--- config.mk ---
export PLATFORM = sky130hd
export DESIGN_NAME = buffer_swap_arbiter
export DESIGN_NICKNAME = d
export VERILOG_FILES = /design/src/rtl/buffer_swap_arbiter_pkg.sv /design/src/rtl/buffer_swap_arbiter_sync_edge_detect.sv /design/src/rtl/buffer_swap_arbiter.sv
export SDC_FILE = /design/constraint.sdc
export NUM_CORES = 1
export LEC_CHECK = 0
export CAP_MARGIN = 20
export CORE_AREA = 2 2 43 45
export DETAILED_ROUTE_END_ITERATION = 10
export DIE_AREA = 0 0 45 47
export DONT_BUFFER_PORTS = 1
export PLACE_DENSITY_LB_ADDON = 0.15
export SLEW_MARGIN = 5
export SYNTH_ARGS = -nofsm -noshare
export SYNTH_HDL_FRONTEND = slang
export SYNTH_SLANG_ARGS = --single-unit
--- constraint.sdc ---
create_clock -name clock -period 2.1 [get_ports clock]
set_input_delay 0.42 -clock clock [delete_from_list [all_inputs] [get_ports clock]]
set_output_delay 0.42 -clock clock [all_outputs]
set_load 0.005 [all_outputs]
--- src/rtl/buffer_swap_arbiter_pkg.sv ---
// Shared types and constants for the double-buffered display arbiter.
// Holds the FSM state encoding and the counter width.
package buffer_swap_arbiter_pkg;

    typedef enum logic [1:0] {
        S_INIT = 2'd0,
        S_RUN0 = 2'd1,
        S_RUN1 = 2'd2
    } state_t;

    localparam int CNT_W = 4;

    localparam logic [CNT_W-1:0] CNT_MAX = {CNT_W{1'b1}};

endpackage

--- src/rtl/buffer_swap_arbiter_sync_edge_detect.sv ---
// Vertical-blank rising-edge detector; emits a one-cycle frame boundary strobe.
// History resets high so a marker already high at reset release is ignored.
module sync_edge_detect (
    input  logic clock,
    input  logic reset,
    input  logic sync_in,
    output logic edge_pulse
);

    logic sync_q;

    always_ff @(posedge clock or negedge reset) begin
        if (!reset) begin
            sync_q <= 1'b1;
        end else begin
            sync_q <= sync_in;
        end
    end

    assign edge_pulse = sync_in & ~sync_q;

endmodule

--- src/rtl/buffer_swap_arbiter.sv ---
// Front/back buffer swap arbiter for a double-buffered display.
// Host writes the back buffer; frame boundaries swap it to the front.
module buffer_swap_arbiter
    import buffer_swap_arbiter_pkg::*;
(
    input  logic             clock,
    input  logic             reset,
    input  logic             CSDisplay,
    input  logic             SyncVB,
    input  logic             WrReq,
    input  logic             WrDone,
    output logic             RE0,
    output logic             RE1,
    output logic             WE0,
    output logic             WE1,
    output logic             SelBuf0,
    output logic             Buf0Empty,
    output logic             Buf1Empty,
    output logic             WrGrant,
    output logic             SwapPulse,
    output logic             ResetAddr0,
    output logic             ResetAddr1,
    output logic [CNT_W-1:0] FrameCnt,
    output logic [CNT_W-1:0] DropCnt
);

    state_t state;
    logic   boundary;
    logic   back_is1;
    logic   back_empty;
    logic   done_ok;
    logic   frame_ready;

    sync_edge_detect u_sync (
        .clock      (clock),
        .reset      (reset),
        .sync_in    (SyncVB),
        .edge_pulse (boundary)
    );

    assign back_is1    = (state == S_RUN0);
    assign back_empty  = back_is1 ? Buf1Empty : Buf0Empty;
    assign WrGrant     = reset & CSDisplay & WrReq & back_empty;
    assign WE0         = WrGrant & ~back_is1;
    assign WE1         = WrGrant & back_is1;
    assign done_ok     = WrDone & back_empty;
    // A write finishing on the boundary cycle still counts as a full frame.
    assign frame_ready = ~back_empty | WrDone;

    always_ff @(posedge clock or negedge reset) begin
        if (!reset) begin
            state      <= S_INIT;
            Buf0Empty  <= 1'b1;
            Buf1Empty  <= 1'b1;
            SelBuf0    <= 1'b1;
            RE0        <= 1'b0;
            RE1        <= 1'b0;
            SwapPulse  <= 1'b0;
            ResetAddr0 <= 1'b0;
            ResetAddr1 <= 1'b0;
            FrameCnt   <= '0;
            DropCnt    <= '0;
        end else if (!CSDisplay) begin
            SwapPulse  <= 1'b0;
            ResetAddr0 <= 1'b0;
            ResetAddr1 <= 1'b0;
        end else begin
            SwapPulse  <= 1'b0;
            ResetAddr0 <= 1'b0;
            ResetAddr1 <= 1'b0;
            if (done_ok) begin
                if (back_is1) begin
                    Buf1Empty <= 1'b0;
                end else begin
                    Buf0Empty <= 1'b0;
                end
            end
            if (boundary) begin
                if (frame_ready) begin
                    SwapPulse <= 1'b1;
                    FrameCnt  <= FrameCnt + 1'b1;
                    unique case (state)
                        S_RUN0: begin
                            state      <= S_RUN1;
                            SelBuf0    <= 1'b0;
                            RE0        <= 1'b0;
                            RE1        <= 1'b1;
                            Buf0Empty  <= 1'b1;
                            ResetAddr1 <= 1'b1;
                        end
                        S_RUN1: begin
                            state      <= S_RUN0;
                            SelBuf0    <= 1'b1;
                            RE0        <= 1'b1;
                            RE1        <= 1'b0;
                            Buf1Empty  <= 1'b1;
                            ResetAddr0 <= 1'b1;
                        end
                        default: begin
                            state      <= S_RUN0;
                            SelBuf0    <= 1'b1;
                            RE0        <= 1'b1;
                            RE1        <= 1'b0;
                            ResetAddr0 <= 1'b1;
                        end
                    endcase
                end else begin
                    if (DropCnt != CNT_MAX) begin
                        DropCnt <= DropCnt + 1'b1;
                    end
                    ResetAddr0 <= (state == S_RUN0);
                    ResetAddr1 <= (state == S_RUN1);
                end
            end
        end
    end

endmodule

==> flow_summary.json <==
{
  "num_vias": 517,
  "remaining_drc_errors": 0,
  "vdd_ir_drop_max_uv": 605.7,
  "synth_mux_area_share_pct": 4.327,
  "min_period_over_period_pct": 84.08,
  "synth_seq_area_share_pct": 55.13,
  "synthCells": 71,
  "io_pins": 25,
  "outcome": "finished, final reports clean",
  "antenna_found_initial": 0,
  "worst_setup_path_start_kind": "register",
  "synth_area_leader_cell": "dfrtp_1",
  "grt_first_pass_wirelength_um": 2097,
  "async_reset_ff_share_pct": 100.0,
  "synth_top_area_share_pct": 41.67,
  "synth_common_cells": "nor2_1 (14), dfrtp_1 (13), a21oi_1 (5), dfstp_2 (4), nand2_1 (4)",
  "synthMostInstantiatedCell": "nor2_1",
  "antenna_cells": 0,
  "finClkSkew_ps": 2.693,
  "place.detailed.hpwl_um": 942.2,
  "drt_iter0_markers": 5,
  "r2r_start": "Buf1Empty$_DFFE_PN1P_",
  "synth_compound_area_share_pct": 9.615,
  "postSynthAreaPerCell_um2": 11.00,
  "clk_path_buf_depth": 2,
  "die_area_um2": 2115,
  "relSlewSlack_pct": 50.05,
  "track_usage_pct": 14.24,
  "fmax_mhz": 566.4,
  "core_um2": 1652,
  "setup_viol": 0,
  "rsz0062_at_grt": "no",
  "totalWireLength_um": 1283,
  "finalSetupTns_ps": 0,
  "synth_edf_count": 0,
  "endpoint_kind": "primary output",
  "areaGrowthSynthToFinish_pct": 9.455,
  "worstReg2RegEnd": "DropCnt[1]$_DFFE_PN0P_",
  "dieHeight_um": 47,
  "cts_tree": "built",
  "hold_path_class": "primary input to register",
  "rows": 15,
  "yosys_register_bits": 17,
  "synth_top_family_by_area": "simple AND/OR/NAND/NOR gates",
  "worst_pin_slew_ps": 746.8,
  "clock_latency_ps": 290,
  "numClockSinks": 17,
  "rrSetupSlack_ps": 470,
  "viasPerCell": 5.442,
  "regArea_um2": 430.4,
  "grt_max_degree": 18,
  "synth_ff_type": "dfrtp_1",
  "hold_slack_ps": 120.6,
  "finalHoldViolations": 0,
  "reg2regPathDepth": 4,
  "wl_per_cell_um": 13.51,
  "finalNetCount": 87,
  "post_synth_fa_ha_maj_area_fraction_pct": 3.205,
  "drive_above_1_share_pct": 23.08,
  "critPathKind": "register to primary output",
  "netlist_area_um2": 780.7,
  "io_buffer_count": 0,
  "grt_pass1_vias": 504,
  "start_util_pct": 47.27,
  "min_to": "u_sync.sync_q$_DFF_PN1_",
  "required_ps": 1680,
  "cellLeakagePower_nw": 0.3758,
  "ant_nets": 0,
  "yosys_warnings": 0,
  "critical_path_arrival_ps": 1350,
  "synth-xor-area-share_pct": 5.609,
  "clk_root_buffer_cell": "clkbuf_4",
  "period_minus_slack_ps": 1766,
  "synth_nets": 79,
  "cts.htree.levels": 1,
  "power.density_nw_per_um2": 1083,
  "clk_pin_slew_ps": 100,
  "finalWeightedCongestion": 0.7925,
  "numCtsBuffers": 3,
  "hold_depth": 0,
  "ys_top_cells_by_area": "dfrtp_1 (42%), dfstp_2 (13%), nor2_1 (6.7%)",
  "hold_start": "SyncVB",
  "maxSlewViolCount": 0,
  "dr.pass1.iters": 4,
  "ys_types": 23,
  "globalRouteOverflowTotal": 0,
  "yosys.area_share.simple_pct": 21.15,
  "dieWidth_um": 45,
  "post_cts_buffers": 0,
  "drv_cap": 0,
  "multi_input_area_um2": 342.8,
  "path_max_fanout": 7,
  "num-fill-cells": 153
}
logic make-up (layout without fill, tap and decap cells):
kind of cell             after synthesis  count (layout)
AND/OR/NAND/NOR                       32              32
multiplexers                           3               3
XOR/XNOR                               5               5
buffers and inverters                  2               9
flip-flops                            17              17
adder cells (fa/ha/maj)                2               2
AO/OA/AOI/OAI                         10              10
where the power goes:
group          internal, mW  total (mW)  leakage [nW]  switching [mW]
clock                0.0707       0.172        0.0177           0.101
combinational         0.104       0.212         0.148           0.108
sequential            0.428       0.542         0.210           0.114
total                 0.603       0.926         0.376           0.323
final cells by class:
cell class	instances	area share, %
flip-flops and latches	17	50.37
repair buffers	3	2.928
well taps	17	2.489
inverters	2	0.8785
multi-input cells	52	40.12
clock buffers	3	2.635
clock inverters	1	0.5857
sequential cells by signal, summed over array words and instances (netlist names):
register / count
Buf0Empty: 1
u_sync.sync_q: 1
ResetAddr0: 1
SelBuf0: 1
SwapPulse: 1
DropCnt: 4
FrameCnt: 4
RE1: 1
Buf1Empty: 1
ResetAddr1: 1
state: 1
per-stage QoR:
| stage | util, % | area, um2 | total power, mW | cells | setup slack [ps] |
|---|---|---|---|---|---|
| global route | 51.74 | 854.6 | 1.011 | 95 | 185.3 |
| detailed placement | 49.47 | 817.0 | 0.7565 | 90 | 475.6 |
| floorplan | - | 780.7 | 0.7046 | 71 | 575.0 |
| global placement | 49.47 | 817.0 | 0.7575 | 90 | 527.2 |
| CTS | 51.74 | 854.6 | 0.9426 | 95 | 323.2 |
| finish | 51.74 | 854.6 | 0.9258 | 95 | 334.4 |
layer usage:
layer	GRT usage, %	vias to the layer above	part of all wire, %
met5	0	-	0
met4	8.824	0	0.94
met3	3.462	2	7.0
met2	20.29	16	42
met1	19.56	244	49
li1	-	255	-
worst max-delay path by stage:
| stage | startpoint | to | slack (ps) | depth (start not counted) |
|---|---|---|---|---|
| 2_1_floorplan | Buf1Empty$_DFFE_PN1P_ | DropCnt[1]$_DFFE_PN0P_ | 570 | 4 |
| 3_3_place_gp | Buf1Empty$_DFFE_PN1P_ | DropCnt[1]$_DFFE_PN0P_ | 530 | 4 |
| 3_5_place_dp | Buf1Empty$_DFFE_PN1P_ | DropCnt[1]$_DFFE_PN0P_ | 480 | 4 |
| 4_1_cts | state[0]$_DFFE_PN0P_ | WrGrant | 320 | 3 |
| 5_1_grt | state[0]$_DFFE_PN0P_ | WrGrant | 190 | 3 |
| 6_report | state[0]$_DFFE_PN0P_ | WrGrant | 330 | 3 |
layout by cell type, fill, tap and decap left out, drive strengths merged, types with 2 or more instances in the layout:
cell type  instances
a21oi              5
and2b              2
buf                2
clkbuf             3
dfrtp             13
dfstp              4
ha                 2
inv                2
mux2               3
nand2              4
nand2b             3
nand3              2
nor2              14
nor3               3
xnor2              2
xor2               3
worst max-delay path, cell delays in order (launching register included):
cell and delay, ps:
dfrtp_1 480, nor2b_1 300, nand2_1 110, a21oi_1 170
what timing repair did:
action / in CTS / in global routing
endpoints found under the hold margin: 17 / 0
resized for setup: 0 / 0
endpoints found under the setup margin: 0 / 0
hold buffers: 1 / 0
Power figures use the tool's default switching activity.
==> RTL edit: new RTL, same flow settings <==
Put one more register stage on the output `FrameCnt`, cleared by the reset. The value now appears one clock later. The other outputs are not delayed to match.
--- a/src/rtl/buffer_swap_arbiter.sv
+++ b/src/rtl/buffer_swap_arbiter.sv
@@ -24,4 +24,6 @@
     output logic [CNT_W-1:0] DropCnt
 );
+
+    logic [CNT_W-1:0] FrameCnt_s0;
 
     state_t state;
@@ -59,5 +61,5 @@
             ResetAddr0 <= 1'b0;
             ResetAddr1 <= 1'b0;
-            FrameCnt   <= '0;
+            FrameCnt_s0 <= '0;
             DropCnt    <= '0;
         end else if (!CSDisplay) begin
@@ -79,5 +81,5 @@
                 if (frame_ready) begin
                     SwapPulse <= 1'b1;
-                    FrameCnt  <= FrameCnt + 1'b1;
+                    FrameCnt_s0 <= FrameCnt_s0 + 1'b1;
                     unique case (state)
                         S_RUN0: begin
@@ -116,4 +118,12 @@
     end
 
+    always_ff @(posedge clock or negedge reset) begin
+        if (!reset) begin
+            FrameCnt <= '0;
+        end else begin
+            FrameCnt <= FrameCnt_s0;
+        end
+    end
+
 endmodule
 
Check against the original RTL: not equivalent (a bounded check fails within 4 cycles, from zero or initial values and one cycle with reset low).
==> RTL edit against the unedited design <==
Worst setup slack worse by 35 ps; area after synthesis is 13% higher; total power is 16% higher; wire length up 7.3%; design area increased by 11%; sequential cell count rose by 4; non-clock buffer count fell by 1; synthesized cell count increased by 5.6%; critical path type unchanged; highest routed layer unchanged.
==> RTL edit: results (changes against the unedited design) <==
- Arr. time, crit path: 1380 ps (+30 ps)
- Leakage component of the power: 0.4201 nW (+12%)
- Filler cell count: 143 (-6.5%)
* Instance count after placement with tap cells included: 93 (+3.3%)
- The fraction of final layout cells sized beyond drive strength 1 is 20.99% (-2.1 points).
* First-pass GRT wire length: 2.304 mm (+9.9%)
- Total via count in the routed design: 543 (+5.0%)
* Worst Tran Pin Value: 873.4 ps (+126.6 ps)
- Adder-cell share of the synthesized area: 2.841% (-0.36 points)
- The number of nets in the layout came to 90 (+3.4%).
* Drt pass-1 iters: 4 (unchanged)
- The mean instance size in the synthesized netlist is 11.74 sq um (+6.8%).
* HPWL reported at the end of detailed placement: 996.2 um (+5.7%)
- The proportion of synthesized chip area in sequential cells was 60.23% (+5.1 points).
- The DRC marker count from the first detailed-route iteration came to 6 (+1).
* Status: finished, final reports clean
- Post-detailed-route wirelength per cell: 14.05 um (+4.0%)
- The highest attainable clock frequency is 555.4 MHz (-1.9%).
- The largest registers in the layout are DropCnt x4, FrameCnt x4, FrameCnt_s0 x4.
* Cell with the most instances after synthesis: dfrtp_1
* Overall routing resource usage: 15.86% (+1.6 points)
* Clock skew: 3.388 ps (+0.6948 ps)
- The number of standard cells in the layout, taps in and fillers out is 98 (+3.2%).
- The maximum number of pins on one net before global-route repair came to 22 (+4).
- The final weighted congestion in routability-driven placement came to 0.7836 (-1.1%).
- Fraction of the mapped netlist area in compound gates: 8.523% (-1.1 points)
- The maximum resistive drop on vdd was 0.0006571 V (+8.5%).
RTL edit: layer usage:
| metal | up-vias | global-route usage, % | routed length (um) |
|---|---|---|---|
| met5 | - | 0 | 0 |
| met3 | 2 | 4.231 | 103 |
| met2 | 17 | 22.57 | 585 |
| li1 | 266 | - | - |
| met1 | 258 | 22.17 | 668 |
| met4 | 0 | 8.824 | 20 |
RTL edit: worst min path at each step:
stage | from | to | slack, ps | cells after the start
finish | SyncVB | u_sync.sync_q$_DFF_PN1_ | 110 | 0
global route | SyncVB | u_sync.sync_q$_DFF_PN1_ | 80 | 0
CTS | SyncVB | u_sync.sync_q$_DFF_PN1_ | 90 | 0
detailed placement | reset | SwapPulse$_DFF_PN0_ | 120 | 0
global placement | reset | SwapPulse$_DFF_PN0_ | 120 | 0
floorplan | reset | DropCnt[0]$_DFFE_PN0P_ | 120 | 0
RTL edit: worst reg2reg max path, stage by stage, from the launching register on:
cell      delay [ps]
dfstp_2          590
and4bb_4         280
a21oi_1           90
nor2_1           200
mux2_2           350
RTL edit: layout make-up:
cell class | instances | area, sq um | share of cell area [%]
clock inverter | 1 | 5.005 | 0.5284
sequential | 21 | 530.5 | 56.01
inverter | 2 | 7.507 | 0.7926
multi-input combinational | 52 | 342.8 | 36.20
clock buffer | 3 | 22.52 | 2.378
timing repair buffer | 2 | 17.52 | 1.849
tap | 17 | 21.27 | 2.246
RTL edit: power breakdown:
group / switching [mW] / leakage (nW) / internal, mW
registers: 0.120 / 0.258 / 0.543
logic: 0.115 / 0.144 / 0.104
clock network: 0.118 / 0.0177 / 0.0709
